`config.mk`:
```
export PLATFORM = sky130hd
export DESIGN_NAME = s6_icap_reboot_ctrl_flat
export DESIGN_NICKNAME = d
export VERILOG_FILES = /design/src/rtl/s6_icap_pkg.sv /design/src/rtl/s6_icap_reboot_ctrl_if.sv /design/src/rtl/s6_iprog_rom.sv /design/src/rtl/s6_icap_reboot_ctrl.sv /design/src/flat_wrapper.sv
export SDC_FILE = /design/constraint.sdc
export NUM_CORES = 1
export LEC_CHECK = 0
export BUFFER_PORTS_ARGS = -buffer_cell sky130_fd_sc_hd__buf_2
export CAP_MARGIN = 20
export CORE_MARGIN = 8
export CORE_UTILIZATION = 47
export CTS_CLUSTER_DIAMETER = 30
export DETAILED_ROUTE_END_ITERATION = 8
export HOLD_SLACK_MARGIN = 0.15
export PLACE_DENSITY = 0.74
export SLEW_MARGIN = 20
export SYNTH_ARGS = -nofsm -noshare
export SYNTH_HDL_FRONTEND = slang
export SYNTH_SLANG_ARGS = --single-unit
```
`constraint.sdc`:
```
create_clock -name clk -period 3.3 [get_ports clk]
set_input_delay 0 -clock clk [delete_from_list [all_inputs] [get_ports clk]]
set_output_delay 0 -clock clk [all_outputs]
set_load 0.01 [all_outputs]
```
`src/rtl/s6_icap_pkg.sv`:
```
// Shared constants, state encoding and helpers for the Spartan-6 ICAP IPROG reboot sequencer.
package s6_icap_pkg;

    localparam logic [15:0] ICAP_DUMMY     = 16'hFFFF;
    localparam logic [15:0] ICAP_SYNC0     = 16'hAA99;
    localparam logic [15:0] ICAP_SYNC1     = 16'h5566;
    localparam logic [15:0] ICAP_WR_GEN1   = 16'h3261;
    localparam logic [15:0] ICAP_WR_GEN2   = 16'h3281;
    localparam logic [15:0] ICAP_WR_GEN3   = 16'h32A1;
    localparam logic [15:0] ICAP_WR_GEN4   = 16'h32C1;
    localparam logic [15:0] ICAP_WR_CMD    = 16'h30A1;
    localparam logic [15:0] ICAP_CMD_IPROG = 16'h000E;
    localparam logic [15:0] ICAP_NOOP      = 16'h2000;

    localparam int IPROG_LEN = 14;

    typedef enum logic [2:0] {
        ST_IDLE,
        ST_ACKLOW,
        ST_ISSUE,
        ST_NEXT,
        ST_DONE,
        ST_ERR
    } icap_state_e;

    // ICAP_SPARTAN6 expects each byte presented MSB-first on the opposite pins.
    function automatic logic [15:0] bitswap_bytes(input logic [15:0] w);
        logic [15:0] r;
        for (int b = 0; b < 2; b++) begin
            for (int j = 0; j < 8; j++) begin
                r[b*8 + j] = w[b*8 + 7 - j];
            end
        end
        return r;
    endfunction

endpackage

```
`src/rtl/s6_icap_reboot_ctrl_if.sv`:
```
// Wishbone write port between the reboot sequencer (master) and the ICAP slave.
interface s6_icap_reboot_ctrl_if;

    logic        cyc_o;
    logic        stb_o;
    logic        we_o;
    logic [31:0] dat_o;
    logic        ack_i;

    modport master (
        output cyc_o,
        output stb_o,
        output we_o,
        output dat_o,
        input  ack_i
    );

    modport slave (
        input  cyc_o,
        input  stb_o,
        input  we_o,
        input  dat_o,
        output ack_i
    );

endinterface

```
`src/rtl/s6_iprog_rom.sv`:
```
// Combinational IPROG command word table: word index plus latched addresses give the 16-bit ICAP word.
module s6_iprog_rom
    import s6_icap_pkg::*;
#(
    parameter bit BITSWAP = 1'b1
) (
    input  logic [3:0]  index,
    input  logic [23:0] multi_addr,
    input  logic [23:0] golden_addr,
    input  logic [7:0]  opcode,
    output logic [15:0] word
);

    logic [15:0] raw;

    always_comb begin
        raw = ICAP_NOOP;
        case (index)
            4'd0:    raw = ICAP_DUMMY;
            4'd1:    raw = ICAP_SYNC0;
            4'd2:    raw = ICAP_SYNC1;
            4'd3:    raw = ICAP_WR_GEN1;
            4'd4:    raw = multi_addr[15:0];
            4'd5:    raw = ICAP_WR_GEN2;
            4'd6:    raw = {opcode, multi_addr[23:16]};
            4'd7:    raw = ICAP_WR_GEN3;
            4'd8:    raw = golden_addr[15:0];
            4'd9:    raw = ICAP_WR_GEN4;
            4'd10:   raw = {opcode, golden_addr[23:16]};
            4'd11:   raw = ICAP_WR_CMD;
            4'd12:   raw = ICAP_CMD_IPROG;
            4'd13:   raw = ICAP_NOOP;
            default: raw = ICAP_NOOP;
        endcase
    end

    assign word = BITSWAP ? bitswap_bytes(raw) : raw;

endmodule

```
`src/rtl/s6_icap_reboot_ctrl.sv`:
```
// Wishbone master that streams the IPROG command sequence into the Spartan-6 ICAP slave
// to trigger a multiboot reconfiguration with a golden fallback address.
module s6_icap_reboot_ctrl
    import s6_icap_pkg::*;
#(
    parameter logic [7:0] SPI_RD_OPCODE = 8'h0B,
    parameter bit         BITSWAP       = 1'b1,
    parameter int         TIMEOUT       = 1023
) (
    input  logic                         clk,
    input  logic                         reset,
    input  logic                         start,
    input  logic [23:0]                  multi_addr,
    input  logic [23:0]                  golden_addr,
    output logic                         busy,
    output logic                         done,
    output logic                         error,
    s6_icap_reboot_ctrl_if.master        wb
);

    localparam logic [9:0] TIMEOUT_CNT = 10'(TIMEOUT);
    localparam logic [3:0] LAST_INDEX  = 4'(IPROG_LEN - 1);

    icap_state_e state_q, state_d;
    logic [3:0]  index_q, index_d;
    logic [9:0]  cnt_q, cnt_d;
    logic [23:0] multi_q, multi_d;
    logic [23:0] golden_q, golden_d;
    logic        done_q, done_d;
    logic        error_q, error_d;
    logic [15:0] rom_word;
    logic        issuing;

    always_ff @(posedge clk) begin
        if (reset) begin
            state_q  <= ST_IDLE;
            index_q  <= '0;
            cnt_q    <= '0;
            multi_q  <= '0;
            golden_q <= '0;
            done_q   <= 1'b0;
            error_q  <= 1'b0;
        end else begin
            state_q  <= state_d;
            index_q  <= index_d;
            cnt_q    <= cnt_d;
            multi_q  <= multi_d;
            golden_q <= golden_d;
            done_q   <= done_d;
            error_q  <= error_d;
        end
    end

    // ACKLOW guards against a slow ICAP still holding ack from the previous word.
    always_comb begin
        state_d  = state_q;
        index_d  = index_q;
        cnt_d    = cnt_q;
        multi_d  = multi_q;
        golden_d = golden_q;
        done_d   = done_q;
        error_d  = error_q;

        case (state_q)
            ST_IDLE: begin
                if (start) begin
                    multi_d  = multi_addr;
                    golden_d = golden_addr;
                    done_d   = 1'b0;
                    error_d  = 1'b0;
                    index_d  = '0;
                    cnt_d    = '0;
                    state_d  = ST_ACKLOW;
                end
            end
            ST_ACKLOW: begin
                if (!wb.ack_i) begin
                    cnt_d   = '0;
                    state_d = ST_ISSUE;
                end else if (cnt_q == TIMEOUT_CNT) begin
                    state_d = ST_ERR;
                end else begin
                    cnt_d = cnt_q + 10'd1;
                end
            end
            ST_ISSUE: begin
                if (wb.ack_i) begin
                    cnt_d   = '0;
                    state_d = ST_NEXT;
                end else if (cnt_q == TIMEOUT_CNT) begin
                    state_d = ST_ERR;
                end else begin
                    cnt_d = cnt_q + 10'd1;
                end
            end
            ST_NEXT: begin
                if (index_q == LAST_INDEX) begin
                    state_d = ST_DONE;
                end else begin
                    index_d = index_q + 4'd1;
                    state_d = ST_ACKLOW;
                end
            end
            ST_DONE: begin
                state_d = ST_IDLE;
            end
            ST_ERR: begin
                cnt_d   = '0;
                state_d = ST_IDLE;
            end
            default: begin
                state_d = ST_IDLE;
            end
        endcase

        // Status flags rise together with busy falling.
        if (state_d == ST_DONE) begin
            done_d = 1'b1;
        end
        if (state_d == ST_ERR) begin
            error_d = 1'b1;
        end
    end

    s6_iprog_rom #(
        .BITSWAP (BITSWAP)
    ) u_rom (
        .index       (index_q),
        .multi_addr  (multi_q),
        .golden_addr (golden_q),
        .opcode      (SPI_RD_OPCODE),
        .word        (rom_word)
    );

    assign issuing  = (state_q == ST_ISSUE);
    assign wb.cyc_o = issuing;
    assign wb.stb_o = issuing;
    assign wb.we_o  = issuing;
    assign wb.dat_o = issuing ? {16'h0000, rom_word} : 32'h0;

    assign busy  = (state_q == ST_ACKLOW) || (state_q == ST_ISSUE) || (state_q == ST_NEXT);
    assign done  = done_q;
    assign error = error_q;

endmodule

```
`src/flat_wrapper.sv`:
```
// flat-port wrapper written by rule: the top's interface ports become plain ports
module s6_icap_reboot_ctrl_flat import s6_icap_pkg::*;
#(
    parameter logic [7:0] SPI_RD_OPCODE = 8'h0B,
    parameter bit         BITSWAP       = 1'b1,
    parameter int         TIMEOUT       = 1023
)
  (clk, reset, start, multi_addr, golden_addr, busy, done, error, wb_cyc_o, wb_stb_o, wb_we_o, wb_dat_o, wb_ack_i);
  s6_icap_reboot_ctrl_if wb_i ();
  input  logic clk;
  input  logic reset;
  input  logic start;
  input  logic [23:0] multi_addr;
  input  logic [23:0] golden_addr;
  output logic busy;
  output logic done;
  output logic error;
  output wire logic [$bits(wb_i.cyc_o)-1:0] wb_cyc_o;
  output wire logic [$bits(wb_i.stb_o)-1:0] wb_stb_o;
  output wire logic [$bits(wb_i.we_o)-1:0] wb_we_o;
  output wire logic [$bits(wb_i.dat_o)-1:0] wb_dat_o;
  input wire logic [$bits(wb_i.ack_i)-1:0] wb_ack_i;
  assign wb_cyc_o = wb_i.cyc_o;
  assign wb_stb_o = wb_i.stb_o;
  assign wb_we_o = wb_i.we_o;
  assign wb_dat_o = wb_i.dat_o;
  assign wb_i.ack_i = wb_ack_i;
  s6_icap_reboot_ctrl #(.SPI_RD_OPCODE(SPI_RD_OPCODE), .BITSWAP(BITSWAP), .TIMEOUT(TIMEOUT)) u_core (.clk(clk), .reset(reset), .start(start), .multi_addr(multi_addr), .golden_addr(golden_addr), .busy(busy), .done(done), .error(error), .wb(wb_i));
endmodule
```
==> key figures <==
Floorplan
  – Initial Util: 0.485
  – Die Y: 102 microns
  – Cell row count: 31
  – Core area: 7210 sq um
  – Die width: 102 microns
  – # IOs: 90
  – Die Area: 10500 sq um

Timing
  – RSZ-0062 raised after global routing: false
  – Worst slew margin: 0.441
  – Worst slew pin tran: 837 ps
  – Max-slew violations: 0
  – Tmin final: 2830 ps
  – Endpoints failing setup: 0
  – Worst Skew: 5.66 ps
  – Final Hold Fails: 0
  – Crit share post-route: 0.857
  – Peak Freq: 354 MHz
  – Post-route setup TNS: 0 ps

Routing
  – DRT iter0 DRCs: 232
  – Iteration count of the initial detailed-routing pass: 5
  – Post-DRT Antenna Nets: 0
  – Routed wl met2: 4940 microns
  – Final WL: 10500 microns
  – Vias per inst: 5.47
  – DRC viols: 0
  – Via count: 3750
  – Wire per inst: 15.3 microns
  – Top sig layer: met4
  – Metal3 WL: 734 microns
  – WL met1: 4610 microns

Placed design
  – GP Congestion: 0.853
  – HPWL after detailed placement: 6930 microns
  – Input/output buffers: 73

Cells and area
  – Nets: 641
  – Multi-input logic area: 1880 sq um
  – Most common cell after layout, fill and taps aside: nand2_1
  – Share of cells above drive strength 1: 0.167
  – Area growth syn-to-layout: 32.2%
  – Commonest cells after routing, fill and taps aside: 110 x nand2_1, 81 x a21oi_1, 73 x buf_2
  – # fillers: 623
  – # diodes: 0
  – FF/Latch Area: 1340 sq um

Power and ir drop
  – Total power: 0.00195 W
  – Internal Dissipation: 0.00142 W
  – Cell Pwr Density: 421 nW/um^2
  – Sw power: 0.000527 W
  – Clock share of power: 0.357
  – P_leak: 1.91 nW
  – Max VDD drop: 0.000226 V
  – Sw frac: 0.271
  – Reg power frac: 0.458
  – Comb pwr share: 0.185

Critical path
  – Worst reg-to-reg setup slack: 1050 ps
  – Critical Path AT: 2830 ps
  – Reg2reg start: u_core.state_q[2]
  – Worst R2R End: u_core.golden_q[14]
  – CP required: 3300 ps
  – Worst R2R Path Depth: 6
  – Critical Path Start Type: register
  – Critical path endpoint category: primary output
  – Crit Path Class: register to primary output
  – CP max FO: 20

Clocking
  – CTS tree: yes
  – Clock transition at path regs: 70 ps
  – CTS root buffer: clkbuf_8
  – Clk_lat worst skew: 340 ps
  – Max H-tree Level: 3
  – Longest Clk Path Bufs: 2
  – Sink Count: 67
  – TritonCTS Buffers: 9
  – Setup bufs post-CTS: 0

GRT
  – Vias in the first global route: 3496
  – Largest net degree at the start of global routing: 51
  – Initial antenna violation count: 0
  – GRT Overall Usage: 0.203
  – First-pass GRT wire length: 16900 microns
  – Grt total ovfl: 0

Min path
  – Hold path depth: 2
  – Hold endpoint: u_core.golden_q[4]
  – Min-Delay Path Class: input port to register
  – Hold path startpoint: reset

Synthesis
  – Post-synthesis sequential area ratio: 0.383
  – Synth async-reset ratio: 0
  – Ys flop type: dfxtp_1
  – Post-synthesis register bit count: 67
  – Cell count after synthesis: 471
  – EDFF count, synth: 0
  – Synth Cell Area: 3500 sq um
  – Synth Area per Inst: 7.43 sq um
  – Yosys Warn Count: 0
  – Yosys cell types: 57

Status
  – Status: completed

Job
  – Max-cap violations: 0
-- final cells by class --
class,count,area share
clock inverter,2,0.00757
clock buffer,12,0.0357
tap,99,0.0268
inverter,9,0.00730
multi-input combinational,354,0.405
sequential,67,0.290
timing repair buffer,143,0.228
-- metal layers --
layer,track usage,vias up
li1,-,1845
met1,0.255,1747
met2,0.327,140
met3,0.0477,18
met4,0.0824,0
met5,0,-
-- flip-flops by register name, indices dropped and copies added, names as in the netlist --
| name | cells |
|---|---|
| u_core.golden_q | 24 |
| u_core.multi_q | 24 |
| u_core.cnt_q | 10 |
| u_core.index_q | 4 |
| u_core.state_q | 3 |
| u_core.done | 1 |
| u_core.error | 1 |
-- metrics by stage --
stage               utilization  setup WS, ps  cells  cell area (sq um)  hold WS (ps)
global placement          0.524           898    607               3780           242
detailed placement        0.524           851    607               3780           247
global route              0.642           247    686               4630           159
floorplan                     -          1480    486               3560           136
finish                    0.642           473    686               4630           164
CTS                       0.642           456    686               4630           162
-- cell usage after synthesis (2+ instances only) --
master	instances	area (sq um)
buf_6	2	22.5
or3_1	3	18.8
a211oi_1	4	30.0
buf_2	10	50.1
a221oi_1	3	26.3
clkbuf_1	25	93.8
a211o_1	2	17.5
a22o_1	3	26.3
o21a_1	2	15.0
a21oi_1	81	405
ha_1	5	62.6
a31o_2	2	17.5
a22oi_1	5	37.5
o21ai_0	22	110
dfxtp_1	67	1340
a21o_1	2	15.0
o31ai_1	6	45.0
a31oi_1	4	25.0
a221o_1	2	20.0
and4_1	2	17.5
nand3_1	11	55.1
nand2_1	110	413
buf_4	18	135
or4_1	6	45.0
nand2b_1	4	25.0
and3_1	3	18.8
nand4_1	4	25.0
o21bai_1	3	22.5
nor3_1	4	20.0
o221ai_1	2	17.5
a21boi_0	2	15.0
nor2b_1	4	25.0
a32oi_1	3	26.3
inv_1	8	30.0
nor2_1	15	56.3
-- critical path, cell delays in order, from the launching register on --
cell and delay (ps):
dfxtp_1 350, inv_1 120, ha_1 580, or3_1 210
a21oi_1 80, nand2b_1 430, nor4b_1 500, buf_2 210
-- power by group through the flow --
stage | Sequential, W | Combinational [W] | Clock [W]
after floorplan | 0.000891 | 0.000223 | 0
after global placement | 0.000906 | 0.000287 | 0
after detailed placement | 0.000908 | 0.000293 | 0
after CTS | 0.000890 | 0.000356 | 0.000706
after global routing | 0.000896 | 0.000400 | 0.000737
final | 0.000891 | 0.000361 | 0.000695
-- worst max-delay path by stage --
stage / slack (ps) / depth (start not counted) / start / endpoint
final: 470 / 7 / u_core.index_q[0] / wb_dat_o[1]
after global routing: 250 / 7 / u_core.index_q[0] / wb_dat_o[1]
after CTS: 460 / 7 / u_core.index_q[0] / wb_dat_o[1]
after detailed placement: 850 / 7 / u_core.index_q[0] / wb_dat_o[1]
after global placement: 900 / 7 / u_core.index_q[0] / wb_dat_o[1]
after floorplan: 1480 / 7 / u_core.index_q[1] / u_core.index_q[3]
-- repair_timing --
| item | CTS | global route |
|---|---|---|
| resized for setup | 0 | 0 |
| endpoints found under the hold margin | 50 | 0 |
| hold buffers | 65 | 0 |
-- logic make-up after synthesis --
| group | share of synthesized area |
|---|---|
| flops | 0.383 |
| fa+ha+maj | 0.0179 |
| mux | 0.00286 |
| buf+inv | 0.0969 |
| compound gates | 0.274 |
| other cells | 0.00107 |
| simple gates | 0.225 |
Note: power is estimated with default switching activity, not from simulation.
